==> config.mk <==
export PLATFORM = sky130hd
export DESIGN_NAME = jtag_vector_feeder_flat
export DESIGN_NICKNAME = d
export VERILOG_FILES = /design/src/rtl/jtag_vector_feeder_if.sv /design/src/rtl/jtag_vector_feeder.sv /design/src/flat_wrapper.sv
export SDC_FILE = /design/constraint.sdc
export NUM_CORES = 1
export LEC_CHECK = 0
export ABC_AREA = 1
export CAP_MARGIN = 20
export CORE_UTILIZATION = 40
export CTS_CLUSTER_DIAMETER = 150
export DETAILED_ROUTE_END_ITERATION = 12
export PLACE_DENSITY = 0.62
export SYNTH_ARGS = -nofsm -noshare
export SYNTH_HDL_FRONTEND = slang
export SYNTH_SLANG_ARGS = --single-unit
==> constraint.sdc <==
create_clock -name clk_max -period 3.8 [get_ports clk_max]
set_input_delay 0.95 -clock clk_max [delete_from_list [all_inputs] [get_ports clk_max]]
set_output_delay 0.95 -clock clk_max [all_outputs]
set_load 0.05 [all_outputs]
==> src/rtl/jtag_vector_feeder_if.sv <==
// Host-side streams of the JTAG vector feeder: packed vector words in,
// captured TDO result words out.
interface jtag_vector_feeder_if;
  logic [31:0] in_data;
  logic [3:0]  in_len;
  logic        in_capture;
  logic        in_valid;
  logic        in_ready;
  logic [31:0] out_data;
  logic [3:0]  out_len;
  logic        out_valid;
  logic        out_ready;

  modport master (
    output in_data, in_len, in_capture, in_valid, out_ready,
    input  in_ready, out_data, out_len, out_valid
  );

  modport slave (
    input  in_data, in_len, in_capture, in_valid, out_ready,
    output in_ready, out_data, out_len, out_valid
  );
endinterface

==> src/rtl/jtag_vector_feeder.sv <==
// Releases one TMS/TDI vector per get_next_data rising edge from a one-word
// buffer, and packs the lagged TDO samples back into result words.
module jtag_vector_feeder #(
  parameter int         TDO_LAG  = 2,
  parameter logic [1:0] IDLE_VEC = 2'b00
) (
  input  logic                 clk_max,
  input  logic                 rst,
  jtag_vector_feeder_if.slave  host,
  output logic [1:0]           vector_data,
  input  logic                 get_next_data,
  output logic                 data_ready,
  output logic                 wait_state,
  input  logic                 tdo,
  output logic                 overrun
);

  typedef struct packed {
    logic       valid;
    logic       last;
    logic [3:0] len;
  } tag_t;

  logic        gnd_d_reg;
  logic        adv;
  logic [31:0] buf_data_reg;
  logic [3:0]  buf_len_reg;
  logic        buf_cap_reg;
  logic [3:0]  idx_reg;
  logic        buf_valid_reg;
  logic        accept;
  logic        buf_last;
  tag_t        new_tag;
  tag_t        tag_out;
  tag_t        pipe_reg [TDO_LAG];
  logic [15:0] cap_reg;
  logic [15:0] cap_next;
  logic [3:0]  cnt_reg;
  logic        take;
  logic        xfer;

  assign adv           = get_next_data & ~gnd_d_reg;
  assign accept        = host.in_valid & ~buf_valid_reg;
  assign host.in_ready = ~buf_valid_reg;
  assign buf_last      = (idx_reg == buf_len_reg);

  always_ff @(posedge clk_max or posedge rst) begin
    if (rst) gnd_d_reg <= 1'b0;
    else     gnd_d_reg <= get_next_data;
  end

  // Accept and drain are exclusive: a load only happens while the buffer is empty.
  always_ff @(posedge clk_max or posedge rst) begin
    if (rst) begin
      buf_data_reg  <= '0;
      buf_len_reg   <= '0;
      buf_cap_reg   <= 1'b0;
      idx_reg       <= '0;
      buf_valid_reg <= 1'b0;
    end else if (accept) begin
      buf_data_reg  <= host.in_data;
      buf_len_reg   <= host.in_len;
      buf_cap_reg   <= host.in_capture;
      idx_reg       <= '0;
      buf_valid_reg <= 1'b1;
    end else if (adv && buf_valid_reg) begin
      if (buf_last) buf_valid_reg <= 1'b0;
      else          idx_reg       <= idx_reg + 4'd1;
    end
  end

  always_ff @(posedge clk_max or posedge rst) begin
    if (rst) begin
      vector_data <= IDLE_VEC;
      data_ready  <= 1'b0;
      wait_state  <= 1'b1;
    end else if (adv) begin
      if (buf_valid_reg) begin
        vector_data <= buf_data_reg[{idx_reg, 1'b0} +: 2];
        data_ready  <= 1'b1;
        wait_state  <= 1'b0;
      end else begin
        vector_data <= IDLE_VEC;
        data_ready  <= 1'b0;
        wait_state  <= 1'b1;
      end
    end
  end

  always_comb begin
    new_tag = '0;
    if (buf_valid_reg) begin
      new_tag.valid = buf_cap_reg;
      new_tag.last  = buf_last;
      new_tag.len   = buf_len_reg;
    end
  end

  // Tag pipe delays each vector's identity until its TDO bit comes back.
  always_ff @(posedge clk_max or posedge rst) begin
    if (rst) begin
      for (int i = 0; i < TDO_LAG; i++) pipe_reg[i] <= '0;
    end else if (adv) begin
      pipe_reg[0] <= new_tag;
      for (int i = 1; i < TDO_LAG; i++) pipe_reg[i] <= pipe_reg[i-1];
    end
  end

  assign tag_out  = pipe_reg[TDO_LAG-1];
  assign take     = adv & tag_out.valid;
  assign xfer     = take & tag_out.last;
  assign cap_next = cap_reg | (16'(tdo) << cnt_reg);

  always_ff @(posedge clk_max or posedge rst) begin
    if (rst) begin
      cap_reg <= '0;
      cnt_reg <= '0;
    end else if (take) begin
      if (tag_out.last) begin
        cap_reg <= '0;
        cnt_reg <= '0;
      end else begin
        cap_reg <= cap_next;
        cnt_reg <= cnt_reg + 4'd1;
      end
    end
  end

  // A finished word that finds the register still occupied is dropped.
  always_ff @(posedge clk_max or posedge rst) begin
    if (rst) begin
      host.out_data  <= '0;
      host.out_len   <= '0;
      host.out_valid <= 1'b0;
      overrun        <= 1'b0;
    end else if (xfer) begin
      if (!host.out_valid || host.out_ready) begin
        host.out_data  <= {16'b0, cap_next};
        host.out_len   <= tag_out.len;
        host.out_valid <= 1'b1;
      end else begin
        overrun <= 1'b1;
      end
    end else if (host.out_valid && host.out_ready) begin
      host.out_valid <= 1'b0;
    end
  end

endmodule

==> src/flat_wrapper.sv <==
// flat-port wrapper written by rule: the top's interface ports become plain ports
module jtag_vector_feeder_flat 
#(
  parameter int         TDO_LAG  = 2,
  parameter logic [1:0] IDLE_VEC = 2'b00
)
  (clk_max, rst, vector_data, get_next_data, data_ready, wait_state, tdo, overrun, host_in_data, host_in_len, host_in_capture, host_in_valid, host_out_ready, host_in_ready, host_out_data, host_out_len, host_out_valid);
  jtag_vector_feeder_if host_i ();
  input  logic clk_max;
  input  logic rst;
  output logic [1:0] vector_data;
  input  logic get_next_data;
  output logic data_ready;
  output logic wait_state;
  input  logic tdo;
  output logic overrun;
  input wire logic [$bits(host_i.in_data)-1:0] host_in_data;
  input wire logic [$bits(host_i.in_len)-1:0] host_in_len;
  input wire logic [$bits(host_i.in_capture)-1:0] host_in_capture;
  input wire logic [$bits(host_i.in_valid)-1:0] host_in_valid;
  input wire logic [$bits(host_i.out_ready)-1:0] host_out_ready;
  output wire logic [$bits(host_i.in_ready)-1:0] host_in_ready;
  output wire logic [$bits(host_i.out_data)-1:0] host_out_data;
  output wire logic [$bits(host_i.out_len)-1:0] host_out_len;
  output wire logic [$bits(host_i.out_valid)-1:0] host_out_valid;
  assign host_i.in_data = host_in_data;
  assign host_i.in_len = host_in_len;
  assign host_i.in_capture = host_in_capture;
  assign host_i.in_valid = host_in_valid;
  assign host_i.out_ready = host_out_ready;
  assign host_in_ready = host_i.in_ready;
  assign host_out_data = host_i.out_data;
  assign host_out_len = host_i.out_len;
  assign host_out_valid = host_i.out_valid;
  jtag_vector_feeder #(.TDO_LAG(TDO_LAG), .IDLE_VEC(IDLE_VEC)) u_core (.clk_max(clk_max), .rst(rst), .host(host_i), .vector_data(vector_data), .get_next_data(get_next_data), .data_ready(data_ready), .wait_state(wait_state), .tdo(tdo), .overrun(overrun));
endmodule
==> results of run 1 <==
[worst paths after layout]
check	cells past startpoint	to	from	slack, ns
min in group asynchronous	2	u_core.buf_data_reg[1]$_DFFE_PP0P_	rst	1.07
hold reg to reg	2	u_core.host.out_len[2]$_DFFE_PP0P_	u_core.host.out_len[2]$_DFFE_PP0P_	0.48
hold / removal	2	u_core.host.out_len[2]$_DFFE_PP0P_	u_core.host.out_len[2]$_DFFE_PP0P_	0.48
max in group asynchronous	3	u_core.buf_data_reg[8]$_DFFE_PP0P_	rst	1.92
setup / recovery	1	wait_state	u_core.wait_state$_DFFE_PP1N_	1.19
setup reg to reg	8	u_core.vector_data[1]$_DFFE_PP0N_	u_core.idx_reg[0]$_DFFE_PP0P_	1.75
[per-layer routing]
metal  vias to the layer above  global-route usage
li1                       1790                   -
met5                         -                   0
met2                        80               0.280
met1                      1654               0.223
met4                         0              0.0543
met3                         9              0.0373
[cell usage after synthesis (2+ instances only)]
cell      number  area, µm²
inv_1         80        300
a21oi_1        2       10.0
nor2_8         2       40.0
nor2_1        23       86.3
o21a_1         2       15.0
o211ai_1       3       22.5
a211oi_1       4       30.0
o21ai_0       57        285
buf_4         17        128
o21ai_2       10       87.6
xor2_1         5       43.8
inv_4          2       12.5
clkbuf_1       5       18.8
nand2_1      143        537
nor3_1         4       20.0
o21ai_1        4       20.0
dfrtp_1      100       2500
nand3_1       39        195
buf_6          3       33.8
o21bai_1       8       60.1
ha_1           2       25.0
o22ai_1        5       31.3
nand4_1        2       12.5
buf_2         12       60.1
[cell type report]
cell class / instances / area (µm²) / share of cell area
well taps: 143 / 179 / 0.0314
flip-flops and latches: 101 / 2530 / 0.444
multi-input cells: 335 / 1620 / 0.285
inverters: 84 / 323 / 0.0567
clock inverters: 6 / 93.8 / 0.0165
clock buffers: 10 / 229 / 0.0402
repair buffers: 73 / 721 / 0.127
[power groups by stage]
stage          clock, mW  combinational (mW)  sequential [mW]
2_1_floorplan          0               0.856             1.75
3_3_place_gp           0                1.29             1.66
3_5_place_dp           0                1.31             1.67
4_1_cts             1.01                1.32             1.65
5_1_grt             1.05                1.48             1.70
6_report           0.980                1.30             1.65
[per-stage QoR]
| stage | setup WS [ns] | power [mW] | std cells | hold WS, ns | cell area, µm² |
|---|---|---|---|---|---|
| 3_3_place_gp | 1.05 | 2.96 | 736 | 0.455 | 5370 |
| 5_1_grt | 1.13 | 4.23 | 752 | 0.506 | 5690 |
| 3_5_place_dp | 0.995 | 2.98 | 736 | 0.466 | 5370 |
| 6_report | 1.19 | 3.93 | 752 | 0.477 | 5690 |
| 2_1_floorplan | 0.205 | 2.61 | 558 | 0.449 | 4710 |
| 4_1_cts | 1.17 | 3.98 | 752 | 0.486 | 5690 |
[cell families after synthesis]
kind of cell / count (synthesis)
XOR/XNOR: 6
adder cells (fa/ha/maj): 2
AND/OR/NAND/NOR: 215
AO/OA/AOI/OAI: 96
buffers and inverters: 122
other: 1
flip-flops: 101
==> run summary, run 1 <==
met1 WL: 4.38 mm
Unique masters post-synth: 33
wire length on met2: 4.45 mm
Max Clock Freq: 382 MHz
largest net degree at the start of global routing: 56
core box area: 0.0114 mm²
Worst Skew: 0.00728 ns
die width: 110 µm
Port-buffer cells: 69
final setup vio count: 0
Final Hold Violating Endpoints: 0
clock slew at reported path FFs: 0.06 ns
Final period util: 0.688
Slew Limit Fails: 0
CTS Root Cell: clkbuf_16
All-Layer GR Usage: 0.170
post-synthesis xor/xnor area fraction: 0.0113
global-route wire length before repair: 16.0 mm
residual overflow from global routing: 0
maximum clock path buffer count: 2
largest family of logic cells by synthesized area: simple AND/OR/NAND/NOR gates
async set or reset register ratio after synthesis: 1.00
sw power: 1.48 mW
worst path bufs/invs: 1
Post-synth EDFFs: 0
worst skew pair latency: 0.33 ns
Crit Path Category: reg2out
switching part of the total: 0.376
synthesized area: 0.00466 mm²
Gate Count Post-Synth: 543
Worst IR Drop VDD: 0.295 mV
Int Power: 2.46 mW
Top delay family on crit path: buffers and inverters
commonest non-fill, non-tap cell in the layout: nand2_1
Final ANT Viol Nets: 0
Vias per Instance: 4.70
IO Pins: 86
clock share of power: 0.249
area grow syn2layout: 22.2%
Compound-Gate Fraction of Synth Area: 0.122
hold_buf cts: 0
Synth Register Bits: 101
Seq/Total Area, Yosys: 0.543
Final min period: 2.61 ns
crit-path max FO: 2
power density over the cells: 691 mW/mm²
Filler cells: 1105
mux contribution to synthesized area: 0
cell row count: 39
Comb pwr share: 0.331
Syn Area/Cell: 8.58 µm²
DR WL/cell: 12.4 µm
Leak Pwr: 2.71 nW
commonest non-fill, non-tap cells in the layout: 143 x nand2_1, 100 x dfrtp_1, 78 x inv_1, 69 x clkdlybuf4s50_1, 57 x o21ai_0
Vias: 3533
DR iter-0 viols: 146
DRT Pass-1 Iters: 4
WL met3: 427 µm
max reg flops: 32
CTS tree: yes
final antenna diode count: 0
Fin Setup TNS: 0 ns
area share of fa/ha/maj cells after synthesis: 0.00537
total CTS buffers: 9
Worst Tran Pin Value: 0.757 ns
synth warn: 0
sequential group share of total power: 0.420
CP cell instances: clkdlybuf4s50_1
Worst Path Arrival: 1.66 ns
crit-path max cell delay: 0.80 ns
CTS H-tree lvls: 3
min-delay worst type: reg2reg
Remaining DRCs: 0
gp weighted congestion: 0.794
initial antenna violation count: 0
die area: 0.0121 mm²
outcome: complete, no violations
Routed WL: 9.36 mm
unrepaired setup endpoints after global routing: false
Worst Path Required: 2.85 ns
fraction of layout cells with a size suffix above 1: 0.0624
Nets: 649
Initial Util: 0.410
vias in the first global route: 3494
CP startpoint kind: flip-flop
Primary FF master, synth: dfrtp_1
critical path capture point type: output port
clock sinks: 101
post-layout util: 0.501
Die Y: 110 µm
Critical Path Slowest Stage Cell: clkdlybuf4s50_1
max layer used: met4
setup bufs post-CTS: 0
Synth Area in Simple Gates: 0.196
dpl hpwl: 6.68 mm
slew margin rel.: 0.495
Post-CTS Resized: 0
max-cap violations: 0
(Power assumes the default switching activity.)
==> run 2, diff against run 1 <==
- clock period: 3.8 -> 2.6 ns (I/O delays scaled with it)
==> run 2 against run 1 <==
Power is 44% higher. Worst hold slack better by 0.0049 ns. Flip-flop and latch count unchanged. Routed wire length grew 0.93%. Sequential power rose by 43%. Clock skew is 0.0016 ns higher. First-iteration DRC count is 35% higher. Core utilization rose by 0.28 points. Sequential share of layout area fell by 0.24 points. Non-clock buffer count grew 3. Count of clock-buffer cells in the layout unchanged. Critical endpoint unchanged.
==> run summary, run 2 (synthesis gave the netlist of run 1 again) <==
slew margin rel.: 0.602 (+0.107)
total power: 5.66 mW (+44%)
Filler cells: 1116 (+1.0%)
reg2reg setup slack: 0.99 ns (-0.76 ns)
CTS H-tree lvls: 3 (unchanged)
Nets: 652 (+0.46%)
area grow syn2layout: 22.9%
Initial Util: 0.410 (unchanged)
Die Y: 110 µm (unchanged)
final cell count without fillers: 755 (+0.40%)
Worst Skew: 0.00889 ns (+0.00161 ns)
outcome: complete, no violations
crit-path max FO: 2 (unchanged)
fraction of layout cells with a size suffix above 1: 0.0686 (+0.00623)
Worst Path Required: 1.95 ns (-0.90 ns)
residual overflow from global routing: 0 (unchanged)
maximum clock path buffer count: 2 (unchanged)
crit-path max cell delay: 0.80 ns (about the same)
Worst IR Drop VDD: 0.415 mV (+41%)
CP cell instances: clkdlybuf4s50_1
Final min period: 2.33 ns
Fin Setup TNS: 0 ns (unchanged)
DR WL/cell: 12.5 µm (+0.53%)
max reg flops: 32 (unchanged)
register area: 0.00253 mm² (unchanged)
Leak Pwr: 2.72 nW (+0.40%)
die area: 0.0121 mm² (unchanged)
die width: 110 µm (unchanged)
largest net degree at the start of global routing: 60 (+7.1%)
setup bufs post-CTS: 0 (unchanged)
clock slew at reported path FFs: 0.07 ns (about the same)
Final ANT Viol Nets: 0 (unchanged)
unrepaired setup endpoints after global routing: false
Post-CTS Resized: 0 (unchanged)
Slew Limit Fails: 0 (unchanged)
Port-buffer cells: 69 (unchanged)
Remaining DRCs: 0 (unchanged)
global-route wire length before repair: 15.9 mm (-0.56%)
worst path bufs/invs: 1 (unchanged)
commonest non-fill, non-tap cell in the layout: nand2_1
cell row count: 39 (unchanged)
initial antenna violation count: 0 (unchanged)
Worst Tran Pin Value: 0.596 ns (-0.162 ns)
WHS: 0.482 ns (+0.00494 ns)
dpl hpwl: 6.62 mm (-0.92%)
power density over the cells: 988 mW/mm² (+43%)
Worst Path Arrival: 1.68 ns (+0.02 ns)
DRT Pass-1 Iters: 5 (+1)
Vias per Instance: 4.66 (-0.74%)
DR iter-0 viols: 197 (+35%)
hold_buf cts: 0 (unchanged)
dpl cells: 739 (+0.41%)
Crit Path Category: reg2out
Vias: 3521 (-0.34%)
IO Pins: 86 (unchanged)
multi-input combinational cell area: 0.00162 mm² (unchanged)
commonest non-fill, non-tap cells in the layout: 143 x nand2_1, 100 x dfrtp_1, 78 x inv_1, 69 x clkdlybuf4s50_1, 57 x o21ai_0
Critical Path Slowest Stage Cell: clkdlybuf4s50_1
vias in the first global route: 3461 (-0.94%)
worst skew pair latency: 0.34 ns (about the same)
Final period util: 0.896
All-Layer GR Usage: 0.172 (+0.00151)
Final Hold Violating Endpoints: 0 (unchanged)
critical path capture point type: output port
Max Clock Freq: 429 MHz
core box area: 0.0114 mm² (unchanged)
total CTS buffers: 9 (unchanged)
CTS tree: yes
clock sinks: 101 (unchanged)
max-cap violations: 0 (unchanged)
final antenna diode count: 0 (unchanged)
CTS Root Cell: clkbuf_16
CP startpoint kind: flip-flop
gp weighted congestion: 0.800 (+0.79%)
Routed WL: 9.45 mm (+0.93%)
Top delay family on crit path: buffers and inverters
final setup vio count: 0 (unchanged)
min-delay worst type: reg2reg
## run 2: path summary, 6_finish.rpt
check,startpoint,to,cells after the start
max in group asynchronous,rst,u_core.wait_state$_DFFE_PP1N_,3
min in group asynchronous,rst,u_core.buf_data_reg[9]$_DFFE_PP0P_,2
worst min register to register,u_core.host.out_data[15]$_DFFE_PP0P_,u_core.host.out_data[15]$_DFFE_PP0P_,2
worst max register to register,u_core.idx_reg[1]$_DFFE_PP0P_,u_core.vector_data[1]$_DFFE_PP0N_,7
worst max-delay path,u_core.wait_state$_DFFE_PP1N_,wait_state,1
worst min-delay path,u_core.host.out_data[15]$_DFFE_PP0P_,u_core.host.out_data[15]$_DFFE_PP0P_,2
## run 2: through the flow
| step | util | worst slack (ns) | area [µm²] |
|---|---|---|---|
| finish | 0.504 | 0.270 | 5730 |
| global route | 0.504 | 0.229 | 5730 |
| CTS | 0.504 | 0.252 | 5730 |
| detailed placement | 0.478 | 0.238 | 5430 |
| global placement | 0.478 | 0.309 | 5430 |
| floorplan | - | 0.747 | 4720 |
## run 2: power breakdown
group          internal (mW)  total [mW]  switching, mW
Clock                  0.693        1.32          0.625
Sequential              2.07        2.36          0.288
Combinational          0.686        1.98           1.29
## run 2: area by class of cell
type,instances,share of cell area
clock buffer,10,0.0417
clock inverter,6,0.00940
inverter,84,0.0566
multi-input combinational,335,0.283
sequential,101,0.442
tap,143,0.0313
timing repair buffer,76,0.136
## run 2: layer usage
metal	global-route usage	routed length (µm)	vias to the layer above
met5	0	0	-
met4	0.0610	127	0
met3	0.0296	338	10
met2	0.287	4510	60
met1	0.224	4460	1649
li1	-	-	1802
==> run 3, diff against run 2 <==
- CTS_CLUSTER_DIAMETER: 150 -> default
- SLEW_MARGIN: default -> 0
==> results of run 3 <==
No change in the layout: final DEF, timing and power equal those of run 2.
